<file path="src/rtl/tstate_sequencer_pkg.sv">
// Shared types, default sizing and the index-to-one-hot helper for the T-state sequencer.
// Optional integrity checker is enabled by TSEQ_ONEHOT_CHECK_EN.
package tseq_pkg;
   typedef enum logic {
      TSEQ_RUN    = 1'b0,
      TSEQ_HALTED = 1'b1
   } tseq_state_e;

   localparam int TSEQ_NUM_T_DEF   = 6;
   localparam int TSEQ_FETCH_T_DEF = 3;
   localparam int TSEQ_CNT_W_DEF   = 16;
   localparam int TSEQ_MAX_T       = 16;

   function automatic logic [TSEQ_MAX_T-1:0] idx_to_onehot(input logic [3:0] idx);
      logic [TSEQ_MAX_T-1:0] one;
      one = TSEQ_MAX_T'(1);
      return one << idx;
   endfunction
endpackage

</file>
<file path="src/rtl/tstate_sequencer_if.sv">
// Decoder-facing bundle: control requests in, T-state decode and status out.
interface tstate_sequencer_if
   import tseq_pkg::*;
#(
   parameter int NUM_T = TSEQ_NUM_T_DEF,
   parameter int CNT_W = TSEQ_CNT_W_DEF
);
   localparam int IW = $clog2(NUM_T);

   logic             run_en;
   logic             end_instr;
   logic             halt;
   logic             resume;
   logic [NUM_T-1:0] t_state;
   logic [IW-1:0]    t_index;
   logic             fetch;
   logic             instr_start;
   logic             halted;
   logic [CNT_W-1:0] instr_count;
   logic             err;

   modport master (
      output run_en, end_instr, halt, resume,
      input  t_state, t_index, fetch, instr_start, halted, instr_count, err
   );

   modport slave (
      input  run_en, end_instr, halt, resume,
      output t_state, t_index, fetch, instr_start, halted, instr_count, err
   );
endinterface

</file>
<file path="src/rtl/tseq_onehot_check.sv">
// Combinational integrity check of the registered T-state; raises a violation pulse.
// Compiled only when TSEQ_ONEHOT_CHECK_EN is defined.
`ifdef TSEQ_ONEHOT_CHECK_EN
module tseq_onehot_check
   import tseq_pkg::*;
#(
   parameter int NUM_T = TSEQ_NUM_T_DEF
) (
   input  tseq_state_e              state,
   input  logic [NUM_T-1:0]         t_state,
   input  logic [$clog2(NUM_T)-1:0] t_index,
   output logic                     violation
);
   logic onehot;
   logic consistent;

   assign onehot     = (t_state != '0) && ((t_state & (t_state - NUM_T'(1))) == '0);
   assign consistent = (TSEQ_MAX_T'(t_state) == idx_to_onehot(4'(t_index)));

   always_comb begin
      violation = 1'b0;
      if (state == TSEQ_RUN) begin
         violation = !onehot || !consistent;
      end else begin
         violation = (t_state != '0);
      end
   end
endmodule
`endif

</file>
<file path="src/rtl/tstate_sequencer.sv">
// SAP-1 T-state ring with early end, stall, halt/resume and retired-instruction count; updates on negedge.
// Optional sticky integrity check under TSEQ_ONEHOT_CHECK_EN (err tied low otherwise).
module tstate_sequencer
   import tseq_pkg::*;
#(
   parameter int NUM_T   = TSEQ_NUM_T_DEF,
   parameter int FETCH_T = TSEQ_FETCH_T_DEF,
   parameter int CNT_W   = TSEQ_CNT_W_DEF
) (
   input logic               clk,
   input logic               reset,
   tstate_sequencer_if.slave bus
);
   localparam int               IW        = $clog2(NUM_T);
   localparam logic [IW-1:0]    LAST_IDX  = IW'(NUM_T - 1);
   localparam logic [IW-1:0]    FETCH_IDX = IW'(FETCH_T);
   localparam logic [NUM_T-1:0] T1_VEC    = NUM_T'(1);

   tseq_state_e      state_q, state_d;
   logic [IW-1:0]    idx_q, idx_d;
   logic [NUM_T-1:0] t_state_q, t_state_d;
   logic [CNT_W-1:0] cnt_q, cnt_d;
   logic             exec;
   logic             viol;

   assign exec = (idx_q >= FETCH_IDX);

   always_comb begin
      state_d   = state_q;
      idx_d     = idx_q;
      t_state_d = t_state_q;
      cnt_d     = cnt_q;
      if (bus.run_en) begin
         case (state_q)
            TSEQ_RUN: begin
               // halt takes precedence over end_instr; a halted instruction never retires
               if (bus.halt && exec) begin
                  state_d   = TSEQ_HALTED;
                  idx_d     = '0;
                  t_state_d = '0;
               end else if ((idx_q == LAST_IDX) || (bus.end_instr && exec)) begin
                  idx_d     = '0;
                  t_state_d = T1_VEC;
                  cnt_d     = cnt_q + CNT_W'(1);
               end else begin
                  idx_d     = idx_q + IW'(1);
                  t_state_d = t_state_q << 1;
               end
            end
            TSEQ_HALTED: begin
               if (bus.resume) begin
                  state_d   = TSEQ_RUN;
                  idx_d     = '0;
                  t_state_d = T1_VEC;
               end
            end
            default: ;
         endcase
      end
      if (viol) begin
         state_d   = TSEQ_RUN;
         idx_d     = '0;
         t_state_d = T1_VEC;
         cnt_d     = cnt_q;
      end
   end

   always_ff @(negedge clk) begin
      if (reset) begin
         state_q   <= TSEQ_RUN;
         idx_q     <= '0;
         t_state_q <= T1_VEC;
         cnt_q     <= '0;
      end else begin
         state_q   <= state_d;
         idx_q     <= idx_d;
         t_state_q <= t_state_d;
         cnt_q     <= cnt_d;
      end
   end

`ifdef TSEQ_ONEHOT_CHECK_EN
   logic err_q;

   tseq_onehot_check #(
      .NUM_T(NUM_T)
   ) u_check (
      .state    (state_q),
      .t_state  (t_state_q),
      .t_index  (idx_q),
      .violation(viol)
   );

   always_ff @(negedge clk) begin
      if (reset) begin
         err_q <= 1'b0;
      end else if (viol) begin
         err_q <= 1'b1;
      end
   end

   assign bus.err = err_q;
`else
   assign viol    = 1'b0;
   assign bus.err = 1'b0;
`endif

   assign bus.t_state     = t_state_q;
   assign bus.t_index     = idx_q;
   assign bus.fetch       = (state_q == TSEQ_RUN) && (idx_q < FETCH_IDX);
   assign bus.instr_start = (state_q == TSEQ_RUN) && (idx_q == '0);
   assign bus.halted      = (state_q == TSEQ_HALTED);
   assign bus.instr_count = cnt_q;
endmodule

</file>
<file path="src/flat_wrapper.sv">
// flat-port wrapper written by rule: the top's interface ports become plain ports
module tstate_sequencer_flat import tseq_pkg::*;
#(
   parameter int NUM_T   = TSEQ_NUM_T_DEF,
   parameter int FETCH_T = TSEQ_FETCH_T_DEF,
   parameter int CNT_W   = TSEQ_CNT_W_DEF
)
  (clk, reset, bus_run_en, bus_end_instr, bus_halt, bus_resume, bus_t_state, bus_t_index, bus_fetch, bus_instr_start, bus_halted, bus_instr_count, bus_err);
  tstate_sequencer_if #(.NUM_T(NUM_T), .CNT_W(CNT_W)) bus_i ();
  input logic clk;
  input logic reset;
  input wire logic [$bits(bus_i.run_en)-1:0] bus_run_en;
  input wire logic [$bits(bus_i.end_instr)-1:0] bus_end_instr;
  input wire logic [$bits(bus_i.halt)-1:0] bus_halt;
  input wire logic [$bits(bus_i.resume)-1:0] bus_resume;
  output wire logic [$bits(bus_i.t_state)-1:0] bus_t_state;
  output wire logic [$bits(bus_i.t_index)-1:0] bus_t_index;
  output wire logic [$bits(bus_i.fetch)-1:0] bus_fetch;
  output wire logic [$bits(bus_i.instr_start)-1:0] bus_instr_start;
  output wire logic [$bits(bus_i.halted)-1:0] bus_halted;
  output wire logic [$bits(bus_i.instr_count)-1:0] bus_instr_count;
  output wire logic [$bits(bus_i.err)-1:0] bus_err;
  assign bus_i.run_en = bus_run_en;
  assign bus_i.end_instr = bus_end_instr;
  assign bus_i.halt = bus_halt;
  assign bus_i.resume = bus_resume;
  assign bus_t_state = bus_i.t_state;
  assign bus_t_index = bus_i.t_index;
  assign bus_fetch = bus_i.fetch;
  assign bus_instr_start = bus_i.instr_start;
  assign bus_halted = bus_i.halted;
  assign bus_instr_count = bus_i.instr_count;
  assign bus_err = bus_i.err;
  tstate_sequencer #(.NUM_T(NUM_T), .FETCH_T(FETCH_T), .CNT_W(CNT_W)) u_core (.clk(clk), .reset(reset), .bus(bus_i));
endmodule
</file>
<file path="config.mk">
export PLATFORM = sky130hd
export DESIGN_NAME = tstate_sequencer_flat
export DESIGN_NICKNAME = d
export VERILOG_FILES = /design/src/rtl/tstate_sequencer_pkg.sv /design/src/rtl/tstate_sequencer_if.sv /design/src/rtl/tseq_onehot_check.sv /design/src/rtl/tstate_sequencer.sv /design/src/flat_wrapper.sv
export SDC_FILE = /design/constraint.sdc
export NUM_CORES = 1
export LEC_CHECK = 0
export ABC_AREA = 1
export BUFFER_PORTS_ARGS = -buffer_cell sky130_fd_sc_hd__buf_2
export CAP_MARGIN = 20
export CORE_MARGIN = 10
export CORE_UTILIZATION = 40
export CTS_CLUSTER_DIAMETER = 60
export CTS_CLUSTER_SIZE = 30
export DETAILED_ROUTE_END_ITERATION = 8
export GPL_TIMING_DRIVEN = 0
export PLACE_DENSITY = 0.6
export SLEW_MARGIN = 30
export SYNTH_ARGS = -nofsm -noshare
export SYNTH_HDL_FRONTEND = slang
export SYNTH_SLANG_ARGS = --single-unit
</file>
<file path="constraint.sdc">
create_clock -name clk -period 3.6 [get_ports clk]
set_input_delay 0.36 -clock clk [delete_from_list [all_inputs] [get_ports clk]]
set_output_delay 0.36 -clock clk [all_outputs]
set_load 0.01 [all_outputs]
</file>
After elaboration in Yosys (flattened, before gate mapping) --
Index checks and enable logic that the tools add are counted. Widths: inputs -> output; s select.
Cells by class: bitwise gates (word level) 2, add/sub/neg operators 2, equality and inequality tests 2, $lt $le $gt $ge 2, multiplexer cells 11, reductions and logical operators 8
Operator list (count):
- $mux 6 | 3
- $add 16x1->16 const B | 1
- $pmux 6 s2 | 1
- $mux 3 | 3
- $pmux 3 s2 | 1
- $logic_and 1x1->1 | 4
- $reduce_and 4->1 | 1
- $add 3x1->3 const B | 1
- $eq 3x3->1 const B | 1
- $ge 3x2->1 const B | 1
- $logic_not 3->1 | 1
- $lt 3x2->1 const B | 1
- $mux 1 | 2
- $ne 2x2->1 const B | 1
- $not 1->1 | 2
- $pmux 1 s2 | 1
- $reduce_and 2->1 | 1
- $logic_or 1x1->1 | 1
Storage, ports and cells: logic and storage cells 31, input bits 6, output and inout bits 29, flip-flop bits (word level) 26

Longest topological paths before layout --
word-level depth 6, mapped depth 11, mapped depth without buffers 11

==> flow_summary.json <==
{
  "power_density_mw_per_mm2": 346,
  "grt_max_degree": 16,
  "rsz0062_at_grt": "false",
  "finClkSkew_ps": 19.1,
  "synth_flop_cell": "dfxtp_1",
  "p_leak_nw": 0.903,
  "drt_pass1_iterations": 4,
  "n_antenna_cell": 0,
  "final_cell_mix": "64 x nand2_1, 43 x inv_1, 33 x buf_2, 26 x dfxtp_1, 22 x nor2_1",
  "setup_tns_ps": 0,
  "grt_pass1_wl_um": 6710,
  "netlist_area_sq_mm": 0.00151,
  "ys_types": 29,
  "crit_type": "reg -> out",
  "synth_top_area_share": 0.345,
  "worst_pin_slew_ps": 600,
  "rows": 22,
  "via_count": 1513,
  "required_ps": 3240,
  "synth-compound-area-share": 0.141,
  "htree_num_levels": 1,
  "io_pins": 35,
  "yosys.area_share.simple": 0.347,
  "cts_tree": "done",
  "start_kind": "flip-flop",
  "cts_root_buffer": "clkbuf_8",
  "first_global_vias": 1576,
  "outcome": "finished clean",
  "clock-sinks": 26,
  "synth_fa_ha_area_frac": 0.0414,
  "synth_top_family_by_area": "simple AND/OR/NAND/NOR gates",
  "grt_use_total": 0.122,
  "dp_hpwl_um": 2780,
  "gr-usage-met1": 0.142,
  "synth_seq_area_share": 0.345,
  "max_slew_margin": 0.600,
  "pre_cts_ws_ps": 489,
  "synth_cells": 216,
  "maxSlewViolCount": 0,
  "drc_errors": 0,
  "grt-ovfl-total": 0,
  "mostFrequentLayoutCell": "nand2_1",
  "die_area_sq_mm": 0.00663,
  "async_flop_share": 0,
  "cts_resized": 0,
  "cap_violations": 0,
  "grt_busiest_layer": "met2",
  "drive_above_1_share": 0.248,
  "drtIter0Drc": 31,
  "crit_fanout": 6,
  "clockBufferDepth": 2,
  "wl_per_cell_um": 11.4,
  "io_buffers": 33,
  "cts_buffers": 3,
  "postCtsSetupBuffers": 0,
  "gp_congestion": 0.784,
  "synth_area_leaders": "dfxtp_1 34%, nand2_1 16%, nor2_1 5.5%, a21oi_2 5.2%, nand2_2 5.0%",
  "insertion_delay_ps": 350,
  "synthToLayoutAreaGrowth_pct": 24.3,
  "clkSlewWorstSetupHoldPaths_ps": 30,
  "worstHoldPathType": "reg -> reg",
  "ir_worst_vdd_mv": 0.154,
  "synth_nets": 227,
  "viasPerCell": 4.64,
  "final_nets": 290,
  "synth_top_area_cell": "dfxtp_1",
  "coreArea_sq_mm": 0.00366,
  "syn_area_per_cell_sq_um": 6.99,
  "antenna_left": 0,
  "antenna_found_initial": 0,
  "finalSetupViolations": 0,
  "fin_ws_ps": 188,
  "arrival_ps": 3050,
  "grt.met3_usage": 0.0469,
  "hold_viol": 0,
  "cts_hold_buf": 0,
  "yosys_warnings": 0,
  "totalPowerFinal_mw": 0.649,
  "chipWidth_um": 81.4,
  "synthXorXnorAreaFrac": 0.0348,
  "synth_enable_flop_cells": 0,
  "ys_seq_elements": 26,
  "die_y_um": 81.4,
  "synth.area.mux_share": 0,
  "crit_path_end_kind": "primary output",
  "met2_usage": 0.189,
  "start_util": 0.413,
  "fillCellCount": 397,
  "drt-total-wl_um": 3720
}
[routing by layer]
layer | vias to the layer above | share of wire
met3 | 4 | 0.084
met4 | 0 | 0.013
li1 | 810 | -
met1 | 661 | 0.47
met2 | 38 | 0.43
met5 | - | 0
[through the flow]
| step | util | hold slack, ps | area [sq um] | instances |
|---|---|---|---|---|
| global placement | 0.474 | 452 | 1740 | 297 |
| floorplan | - | 490 | 1510 | 216 |
| global route | 0.513 | 505 | 1880 | 326 |
| finish | 0.513 | 461 | 1880 | 326 |
| detailed placement | 0.474 | 455 | 1740 | 297 |
| CTS | 0.513 | 462 | 1880 | 326 |
[worst paths after layout]
path	to	start	cells after the start	slack [ps]
worst min-delay path	u_core.bus.t_state[5]	u_core.bus.t_state[5]	2	460
worst max register to register	u_core.bus.instr_count[7]	u_core.bus.t_index[0]	11	1920
worst max-delay path	bus_instr_start	u_core.bus.t_index[0]	5	190
worst min register to register	u_core.bus.t_state[5]	u_core.bus.t_state[5]	2	460
[state kept, by name (all words and copies together) (netlist names)]
register and cells:
u_core.bus.halted 1, u_core.bus.instr_count 16, u_core.bus.t_index 3, u_core.bus.t_state 6
[cell usage after synthesis (3+ instances only)]
cell type	count
nand2_1	64
o21ai_0	7
nand2_2	12
a21oi_2	9
nand3_1	11
ha_1	5
dfxtp_1	26
nor2_1	22
xor2_1	3
xnor2_1	3
nand4_1	5
inv_1	18
a21oi_1	12
[power breakdown]
part,switching (mW),total [mW],internal (mW)
logic,0.0363,0.0576,0.0212
registers,0.00638,0.302,0.295
clock network,0.173,0.290,0.117
[worst max-delay path, stage by stage (launching register included)]
cell and delay [ps]:
dfxtp_1 400, inv_1 80, ha_1 200, nand2_1 60
nor2_1 30, buf_2 140
[cell type report]
type / count / area [sq um] / area share
clock inverter: 27 / 104 / 0.0553
inverter: 21 / 83.8 / 0.0447
tap: 48 / 60.1 / 0.0320
buffer: 5 / 46.3 / 0.0247
timing repair buffer: 33 / 165 / 0.0880
sequential: 26 / 520 / 0.277
multi-input combinational: 163 / 856 / 0.456
clock buffer: 3 / 41.3 / 0.0220
[cell families after synthesis]
family,after synthesis
xor+xnor,6
simple gates,119
flops,26
buf+inv,27
other cells,1
fa+ha+maj,5
compound gates,32
Power figures use the tool's default switching activity.
